[src/rtl/game_ctrl_fsm.sv]
// game_ctrl_fsm: pong game-flow controller owning both scores and the
// idle/serve/play/pause/over sequencing, with target score and deuce rule.
module game_ctrl_fsm #(
   parameter int SCORE_W     = 4,
   parameter int MAX_SCORE   = 10,
   parameter int WIN_MARGIN  = 2,
   parameter int SERVE_TICKS = 60,
   parameter int OVER_TICKS  = 180
) (
   input  logic               clk_i,
   input  logic               rst_i,
   input  logic               game_rst_i,
   input  logic               pause_i,
   input  logic               frame_tick_i,
   input  logic               p_point_i,
   input  logic               e_point_i,
   output logic [SCORE_W-1:0] p_score_o,
   output logic [SCORE_W-1:0] e_score_o,
   output logic               game_en_o,
   output logic               serve_o,
   output logic [1:0]         winner_o,
   output logic [2:0]         state_o
);
   localparam int CNT_W = $clog2((SERVE_TICKS > OVER_TICKS ? SERVE_TICKS : OVER_TICKS) + 1);
   localparam logic [SCORE_W-1:0] TOP = '1;
   typedef enum logic [2:0] {IDLE = 3'd0, SERVE = 3'd1, PLAY = 3'd2, PAUSE = 3'd3, OVER = 3'd4} state_t;
   state_t             state_q, state_d;
   logic [CNT_W-1:0]   cnt_q, cnt_d;
   logic [SCORE_W-1:0] p_q, p_d, e_q, e_d, p_inc, e_inc;
   logic [1:0]         win_q, win_d;
   logic               serve_q, serve_d, en_q, p_win, e_win;
   assign p_inc = p_q + 1'b1;
   assign e_inc = e_q + 1'b1;
   // reaching the all-ones score always ends the game so counters never wrap
   assign p_win = (32'(p_inc) >= MAX_SCORE && 32'(p_inc) >= 32'(e_q) + WIN_MARGIN) || p_inc == TOP;
   assign e_win = (32'(e_inc) >= MAX_SCORE && 32'(e_inc) >= 32'(p_q) + WIN_MARGIN) || e_inc == TOP;
   always_comb begin
      state_d = state_q;
      cnt_d   = cnt_q;
      p_d     = p_q;
      e_d     = e_q;
      win_d   = win_q;
      serve_d = 1'b0;
      if (game_rst_i) begin
         state_d = SERVE;
         cnt_d   = CNT_W'(SERVE_TICKS);
         p_d     = '0;
         e_d     = '0;
         win_d   = 2'b00;
      end else begin
         case (state_q)
            SERVE: if (frame_tick_i) begin
               cnt_d = cnt_q - 1'b1;
               if (cnt_q == CNT_W'(1)) begin
                  state_d = PLAY;
                  serve_d = 1'b1;
               end
            end
            PLAY: if (p_point_i) begin
               p_d     = p_inc;
               state_d = p_win ? OVER : SERVE;
               win_d   = p_win ? 2'b01 : win_q;
               cnt_d   = p_win ? CNT_W'(OVER_TICKS) : CNT_W'(SERVE_TICKS);
            end else if (e_point_i) begin
               e_d     = e_inc;
               state_d = e_win ? OVER : SERVE;
               win_d   = e_win ? 2'b10 : win_q;
               cnt_d   = e_win ? CNT_W'(OVER_TICKS) : CNT_W'(SERVE_TICKS);
            end else if (pause_i) begin
               state_d = PAUSE;
            end
            PAUSE: if (pause_i) state_d = PLAY;
            OVER: if (frame_tick_i) begin
               cnt_d = cnt_q - 1'b1;
               if (cnt_q == CNT_W'(1)) state_d = IDLE;
            end
            default: ;
         endcase
      end
   end
   always_ff @(posedge clk_i or posedge rst_i) begin
      if (rst_i) begin
         state_q <= IDLE;
         cnt_q   <= '0;
         p_q     <= '0;
         e_q     <= '0;
         win_q   <= 2'b00;
         serve_q <= 1'b0;
         en_q    <= 1'b0;
      end else begin
         state_q <= state_d;
         cnt_q   <= cnt_d;
         p_q     <= p_d;
         e_q     <= e_d;
         win_q   <= win_d;
         serve_q <= serve_d;
         en_q    <= state_q == PLAY;
      end
   end
   assign p_score_o = p_q;
   assign e_score_o = e_q;
   assign game_en_o = en_q;
   assign serve_o   = serve_q;
   assign winner_o  = win_q;
   assign state_o   = state_q;
endmodule
[config.mk]
export PLATFORM = sky130hd
export DESIGN_NAME = game_ctrl_fsm
export DESIGN_NICKNAME = d
export VERILOG_FILES = /design/src/rtl/game_ctrl_fsm.sv
export SDC_FILE = /design/constraint.sdc
export NUM_CORES = 1
export LEC_CHECK = 0
export CORE_UTILIZATION = 50
export CTS_CLUSTER_SIZE = 24
export DETAILED_ROUTE_END_ITERATION = 6
export GPL_TIMING_DRIVEN = 0
export PLACE_DENSITY_LB_ADDON = 0.2
export RECOVER_POWER = 100
export SKIP_CTS_REPAIR_TIMING = 1
export SYNTH_ARGS = -nofsm -noshare
export SYNTH_HDL_FRONTEND = slang
export SYNTH_SLANG_ARGS = --single-unit
[constraint.sdc]
create_clock -name clk_i -period 5.1 [get_ports clk_i]
set_input_delay 1.02 -clock clk_i [delete_from_list [all_inputs] [get_ports clk_i]]
set_output_delay 1.02 -clock clk_i [all_outputs]
set_load 0.1 [all_outputs]
==> results.md <==
* Min Tclk post-route at 3110 ps
* Clock buffer depth at 2
* Post-synth top cells: dfrtp_1, inv_1, nor2_1
* Worst Path Arrival at 2090 ps
* Later-pin clock latency in the skew report at 320 ps
* Core Area at 2830 sq um
* Startpoint Class: flip-flop
* Hold wc startpoint: winner_o[1]
* Initial antenna violation count at 0
* Reg-to-Reg Start: p_score_o[0]
* Critical path capture point type: output port
* R2R Setup Slk at about 2600 ps
* P per Cell Area at 172 nW/um^2
* Slew margin rel. at between 30% and 40%
* Most common cell in the netlist: dfrtp_1
* Largest net degree at the start of global routing at 24
* Outcome: finished with violations
* CP Data Required Time at 4080 ps
* Largest stage delay, worst path at 1250 ps
* Compound-Gate Fraction of Synth Area at 15.4%
* # IOs at 22
* Antenna-violating nets left at 0
* Non-filler instance count after layout at 220
* Via count at 1209
* Worst slack, placed at 2310 ps
* PnR Total Power at about 0.3 mW
* Gate count after technology mapping at 164
* Pre-antenna DRT Iters at 7
* CTS Root Cell: clkbuf_4
* Crit path depth at 1
* RSZ-0062 raised after global routing: false
* Final hold slack at 524 ps
* Synth Area in Adders at 12.2%
* Tightest Hold Check Type: reg2reg
* Starting Density at 54.4%
* Max stage delay cell, worst path: dlygate4sd3_1
* Share of the synthesized area in the top cell type at 37.4%
* Vias in the first global route at 1175
* Chip Height at ~58 um
* H-tree depth at 1
* Fin nets at 212
* Clk_skew at between 15 and 20 ps
* CTS Buf Count at 3
* GRT overflow at 0
* Area share of and/or/nand/nor cells after synthesis at 21.4%
* Area of the die at 3310 sq um
* WL final at 3010 um
* Routed len/inst at 13.7 um
* Hold Crit Depth at 2
* Post-Synth XOR/XNOR Area at approximately 9%
* Final setup fails at 0
* CTS clk-pin slew, worst paths at 140 ps
* Final WS setup at about 2000 ps
* Synthesized cell area at roughly 1500 sq um
* Number of max-cap violations at 0
* Critical path class: reg2out
* Maximum VDD drop at 0.123 mV
* Largest cells by area after synthesis: dfrtp_1, ha_1, xnor2_1, inv_1, nor2_1
* Row count at 19
* Ant diodes at 0
* Share of layout cells above drive strength 1 at 6.35%
* CTS Sinks at 23
* Mux contribution to synthesized area at 0%
* Max Clk Rate at between 0.3 and 0.4 GHz
* Worst reg2reg endpoint: winner_o[0]
* CTS tree: built
* GP Congestion at 0.899
* Hpwl dp at between 2000 and 2500 um
* Final Hold Vio Count at 0
* Final core utilization at a little under two thirds
* Failing checks: design-rule violations
* Gr usage total at 20.4%
* Port-buffer cells at 21
* Area leader, netlist: dfrtp_1
* Post-synthesis sequential area ratio at 37.4%
* Lkg Pwr at 0.835 nW
* Syn Nets at 186
* Post-synth cell types at between 40 and 50
* Hold-critical path endpoint: winner_o[1]
* Final worst path period share at 61.0%
* DRC Markers at 3
* Top FF cell, synth: dfrtp_1
* DR iter-0 viols at 33
* Final instance area at 1790 sq um
* Critical path, cell by cell: dlygate4sd3_1
* Placed cell area at 1790 sq um
* Area Growth Syn to Fin at 16.4%
* Via density at between 5 and 6
* Buf/Inv on CP at 1
* Number of flops mapped to enable cells by yosys at 0
* Crit path max-delay family: buffers and inverters
* Average size of a mapped cell at around 9.4 sq um
* Reg2Reg Depth at 9
* Horiz. Die Dim at 57.5 um
* Synth warnings at 0
* Post-synth ARST share at 100%
* First-pass GRT wire length at between 5000 and 6000 um
* Setup TNS at 0 ps
* Slew Limit Fails at 0
* Largest family of logic cells by synthesized area: simple AND/OR/NAND/NOR gates
* Least-Margin Pin Slew at 981 ps
* Max FO, Critical Path at 7
* Post-synthesis register bit count at 23
* # placed instances at 216
[tightest hold or removal path, cell delays in order, from the launching register on]
cell	delay [ps]
dfrtp_1	400
inv_1	50
a21oi_1	50
[layout make-up]
class | instances | area [sq um]
Timing Repair Buffer | 21 | 210
Fill cell | 260 | 1040
Sequential cell | 23 | 576
Multi-Input combinational cell | 122 | 870
Inverter | 17 | 63.8
Buffer | 2 | 7.51
Clock buffer | 3 | 22.5
Clock inverter | 1 | 5.00
Tap cell | 31 | 38.8
[placed cells by master, fill, tap and decap left out, drive strengths merged, types with 5 or more instances in the layout]
master | Yosys | routed
xnor2 | 10 | 10
inv | 17 | 17
o21ai | 11 | 11
xor2 | 5 | 5
clkbuf | 1 | 5
a21oi | 6 | 6
dfrtp | 23 | 23
nor3 | 5 | 5
ha | 15 | 15
nand2 | 10 | 10
nand3 | 6 | 6
dlygate4sd3 | 0 | 19
nor2 | 19 | 19
[worst max-delay path by stage]
stage	startpoint	endpoint	slack (ps)
global route	p_score_o[0]	p_score_o[0]	1920
CTS	p_score_o[0]	p_score_o[0]	2020
floorplan	p_score_o[1]	winner_o[0]	2200
finish	p_score_o[0]	p_score_o[0]	1990
global placement	p_point_i	cnt_q[3]	2320
detailed placement	p_point_i	cnt_q[3]	2310
[metal layers]
layer / wire, um / part of all wire (%) / up-vias / GRT usage, %
met1: 1540 / 51 / 562 / 29.2
li1: - / - / 616 / -
met5: 0 / 0 / - / 0
met3: 96 / 3.2 / 4 / 4.54
met4: 25 / 0.83 / 0 / 4.53
met2: 1350 / 45 / 27 / 31.6
[report_power, final]
part	leakage (nW)	internal (mW)	switching, mW
clock network	0.0177	0.0294	0.0574
logic	0.523	0.0118	0.0189
registers	0.294	0.187	0.00399
total	0.835	0.228	0.0803
[sequential cells by signal (all words and copies together) (netlist names)]
| register | cells |
|---|---|
| state_o | 3 |
| cnt_q | 8 |
| winner_o | 2 |
| game_en_o | 1 |
| serve_o | 1 |
| p_score_o | 4 |
| e_score_o | 4 |
[cells by family after synthesis]
logic type / count (synthesis)
buffers and inverters: 19
adders and majority gates: 15
AOI/OAI and AO/OA: 32
DFF: 23
and+or+nand+nor: 60
xor gates and xnor gates: 15
No activity file was read; power rests on OpenSTA's default activity.
